File: src/rtl/instr_decoder.sv
// Immediate-format decoder: combinational imm_src from op, plus a registered
// capture stage producing the sign-extended immediate and illegal-opcode flag.
module instr_decoder (
    input  logic        clk,
    input  logic        rst,
    input  logic [6:0]  op,
    output logic [2:0]  imm_src,
    input  logic        ir_write,
    input  logic [31:0] instr,
    output logic [31:0] imm_ext,
    output logic        illegal,
    output logic        valid
);

    typedef enum logic [2:0] {
        FMT_I = 3'b000,
        FMT_S = 3'b001,
        FMT_B = 3'b010,
        FMT_J = 3'b011,
        FMT_U = 3'b100
    } imm_fmt_t;

    typedef enum logic [6:0] {
        OPC_OP     = 7'b0110011,
        OPC_OP_IMM = 7'b0010011,
        OPC_LOAD   = 7'b0000011,
        OPC_JALR   = 7'b1100111,
        OPC_STORE  = 7'b0100011,
        OPC_BRANCH = 7'b1100011,
        OPC_JAL    = 7'b1101111,
        OPC_LUI    = 7'b0110111,
        OPC_AUIPC  = 7'b0010111,
        OPC_SYSTEM = 7'b1110011
    } opcode_t;

    function automatic imm_fmt_t decode_fmt(input logic [6:0] opc);
        imm_fmt_t fmt;
        fmt = FMT_I;
        case (opc)
            OPC_STORE:            fmt = FMT_S;
            OPC_BRANCH:           fmt = FMT_B;
            OPC_JAL:              fmt = FMT_J;
            OPC_LUI, OPC_AUIPC:   fmt = FMT_U;
            default:              fmt = FMT_I;
        endcase
        return fmt;
    endfunction

    function automatic logic is_legal(input logic [6:0] opc);
        logic ok;
        ok = 1'b0;
        case (opc)
            OPC_OP, OPC_OP_IMM, OPC_LOAD, OPC_JALR, OPC_STORE,
            OPC_BRANCH, OPC_JAL, OPC_LUI, OPC_AUIPC, OPC_SYSTEM: ok = 1'b1;
            default:                                             ok = 1'b0;
        endcase
        return ok;
    endfunction

    imm_fmt_t    capture_fmt;
    logic [31:0] imm_next;

    always_comb begin
        imm_src = decode_fmt(op);
    end

    // Registered outputs are computed from the incoming word, so the captured
    // instruction itself never needs to be stored separately.
    always_comb begin
        capture_fmt = decode_fmt(instr[6:0]);
        imm_next    = '0;
        case (capture_fmt)
            FMT_S:   imm_next = {{20{instr[31]}}, instr[31:25], instr[11:7]};
            FMT_B:   imm_next = {{20{instr[31]}}, instr[7], instr[30:25], instr[11:8], 1'b0};
            FMT_J:   imm_next = {{12{instr[31]}}, instr[19:12], instr[20], instr[30:21], 1'b0};
            FMT_U:   imm_next = {instr[31:12], 12'b0};
            default: imm_next = {{20{instr[31]}}, instr[31:20]};
        endcase
    end

    always_ff @(posedge clk or posedge rst) begin
        if (rst) begin
            imm_ext <= '0;
            illegal <= 1'b0;
            valid   <= 1'b0;
        end else if (ir_write) begin
            imm_ext <= imm_next;
            illegal <= ~is_legal(instr[6:0]);
            valid   <= 1'b1;
        end
    end

endmodule

File: config.mk
export PLATFORM = sky130hd
export DESIGN_NAME = instr_decoder
export DESIGN_NICKNAME = d
export VERILOG_FILES = /design/src/rtl/instr_decoder.sv
export SDC_FILE = /design/constraint.sdc
export NUM_CORES = 1
export LEC_CHECK = 0
export BUFFER_PORTS_ARGS = -buffer_cell sky130_fd_sc_hd__buf_2
export CAP_MARGIN = 20
export CORE_UTILIZATION = 35
export CTS_BUF_LIST = sky130_fd_sc_hd__clkbuf_4 sky130_fd_sc_hd__clkbuf_8 sky130_fd_sc_hd__clkbuf_16
export DETAILED_ROUTE_END_ITERATION = 10
export SETUP_SLACK_MARGIN = 0.2
export SYNTH_ARGS = -nofsm -noshare
export SYNTH_HDL_FRONTEND = slang
export SYNTH_SLANG_ARGS = --single-unit
File: constraint.sdc
create_clock -name clk -period 2.1 [get_ports clk]
set_input_delay 0.105 -clock clk [delete_from_list [all_inputs] [get_ports clk]]
set_output_delay 0.105 -clock clk [all_outputs]
set_load 0.01 [all_outputs]
==> flow_summary.json <==
{
  "first_pass_iters": 4,
  "p_per_area_nw_per_um2": 716,
  "synth_nets": 196,
  "regToRegSetupSlack_ps": 1110,
  "wl_per_cell_um": 13.9,
  "htreeDepth": 2,
  "final_cells": 286,
  "gp_congestion": 0.739,
  "cts_buffers": 5,
  "grt_pass1_wl_um": 6560,
  "fin_skew_ps": 0,
  "yosysTopAreaCell": "dfrtp_1",
  "status": "completed",
  "min_period_ps": 1190,
  "total_leakage_power_uw": 0.00102,
  "path_cells": "buf_2, inv_1, a31o_2, o22a_1",
  "r2r_cells": 3,
  "r2r-end": "imm_ext[11]",
  "final_common_cell": "buf_2",
  "numPortBuffers": 78,
  "fp.dieH_um": 69.5,
  "synth_warnings": 0,
  "die-area_um2": 4830,
  "reg2reg_from": "imm_ext[11]",
  "crit_fanout": 25,
  "period_share_pct": 56.8,
  "endpoint_kind": "register",
  "synth_cell_type_count": 34,
  "postSynthAreaPerCell_um2": 10.4,
  "antenna_cells": 0,
  "start_util_pct": 36.6,
  "die_w_um": 69.5,
  "hp-class": "in2reg",
  "finalCoreUtilization_pct": 48.9,
  "grt_use_total_pct": 16.9,
  "routed_wl_um": 3970,
  "slowest_stage": "inv_1",
  "hp-start": "instr[14]",
  "setup.worst_path.start_class": "input port",
  "clk_latency_ps": 280,
  "synth_area_leaders": "dfrtp_1, a21oi_1, a221o_1",
  "netlist_instances": 154,
  "arrival_ps": 1360,
  "avgViaCountPerCell": 5.22,
  "grt_pass1_vias": 1436,
  "grt_max_degree": 35,
  "hold_path_end": "imm_ext[14]",
  "hold_depth": 2,
  "clock_path_buffers": 2,
  "critPathMaxStageDelay_ps": 410,
  "seq_area_frac_synth_pct": 53.3,
  "worst_slew_pin_slew_ps": 624,
  "yosysTopAreaCellShare_pct": 53.3,
  "critical_path_class": "in2reg",
  "timing.setup.tns_ps": 0,
  "grt_setup_unrepaired": "false",
  "ir_worst_vdd_v": 0.000418,
  "postCtsSetupRepairBufs": 0,
  "core_um2": 4350,
  "first_iter_violations": 70,
  "dr_total_vias": 1493,
  "io_pins": 79,
  "core.rowCount": 24,
  "crit_required_ps": 2270,
  "drc_errors": 0,
  "drtAntennaViolNets": 0,
  "ys_seq_elements": 34,
  "syn-cell-area_um2": 1600,
  "dp.cells": 277,
  "hpwlAfterDp_um": 2910,
  "final_cell_mix": "buf_2, dfrtp_1, a21oi_1",
  "clk_pin_slew_ps": 60,
  "drv_cap": 0,
  "antenna_found_initial": 0,
  "drive_above_1_share_pct": 41.0,
  "maxSlewHeadroom_pct": 58.4,
  "fmax_mhz": 838,
  "tritoncts": "done",
  "nets": 275,
  "cts.sinks": 34,
  "maxSlewViolCount": 0,
  "gr-total-overflow": 0,
  "hold_viol_final": 0,
  "cts-root-buf": "clkbuf_8",
  "area_delta_synth_final_pct": 33.3,
  "setup_viol": 0
}
worst max path at each step:
| stage | start | end | slack (ps) | cells after the start |
|---|---|---|---|---|
| finish | ir_write | imm_ext[0] | 910 | 4 |
| global route | ir_write | imm_ext[3] | 760 | 4 |
| CTS | ir_write | imm_ext[0] | 890 | 4 |
| detailed placement | ir_write | imm_ext[0] | 590 | 4 |
| global placement | ir_write | imm_ext[0] | 620 | 4 |
| floorplan | instr[0] | imm_ext[12] | 1010 | 4 |
routing by layer:
layer	global-route usage, %	share of wire (%)	vias up
met5	0	0	-
met4	5.44	0.81	0
met3	5.52	8.1	2
met2	27.8	46	56
met1	21.0	45	710
li1	-	-	725
flip-flops by register name (all words and copies together) (netlist names):
name,flops
illegal,1
valid,1
imm_ext,32
power breakdown:
| group | leakage [uW] | internal, uW | switching [uW] | total [uW] |
|---|---|---|---|---|
| sequential | 0.000392 | 715 | 32.9 | 748 |
| clock | 0.0000517 | 277 | 224 | 502 |
| combinational | 0.000574 | 126 | 148 | 274 |
| total | 0.00102 | 1120 | 405 | 1520 |
per-stage QoR:
step	instance area [um^2]	setup WS [ps]	power, uW	hold slack (ps)
after floorplan	1600	1010	898	242
after global placement	2020	617	1030	222
after detailed placement	2020	590	1040	222
after CTS	2130	888	1540	49.3
after global routing	2130	763	1600	51.5
final	2130	907	1520	54.7
worst max-delay path: cells and delay by family:
family | cells | cell delay [ps]
buffers and inverters | 2 | 770
AO/OA/AOI/OAI | 2 | 480
cells by family after synthesis:
logic type | after synthesis | share of synthesized area [%]
AND/OR/NAND/NOR | 49 | 17.2
buffers and inverters | 14 | 4.16
AO/OA/AOI/OAI | 55 | 24.2
XOR/XNOR | 2 | 1.10
flip-flops | 34 | 53.3
Yosys cell counts (all sizes together):
| master | instances |
|---|---|
| o2bb2ai | 7 |
| inv | 4 |
| a21boi | 2 |
| nor3 | 1 |
| nor3b | 3 |
| a21oi | 24 |
| o21ai | 5 |
| a221oi | 4 |
| nor4b | 1 |
| or3b | 1 |
| a221o | 8 |
| buf | 5 |
| o22a | 1 |
| nor2 | 21 |
| and3 | 1 |
| nand3 | 3 |
| nor4 | 2 |
| and2 | 2 |
| clkbuf | 5 |
| or2 | 1 |
| and3b | 2 |
| dfrtp | 34 |
| nand4b | 1 |
| or3 | 1 |
| nand2 | 9 |
| a211o | 2 |
| a31o | 1 |
| xnor2 | 2 |
| o21a | 1 |
cell type report:
cell class | count | area [um^2]
clock buffers | 7 | 90.1
flip-flops and latches | 34 | 851
inverters | 4 | 15.0
well taps | 52 | 65.1
multi-input cells | 106 | 678
fillers | 426 | 2230
clock inverters | 1 | 5.00
repair buffers | 82 | 423
timing repair:
item	4_1_cts	5_1_grt
hold buffers	1	0
gates resized for setup	0	0
hold endpoints to repair	34	0
No activity file was read; power rests on OpenSTA's default activity.
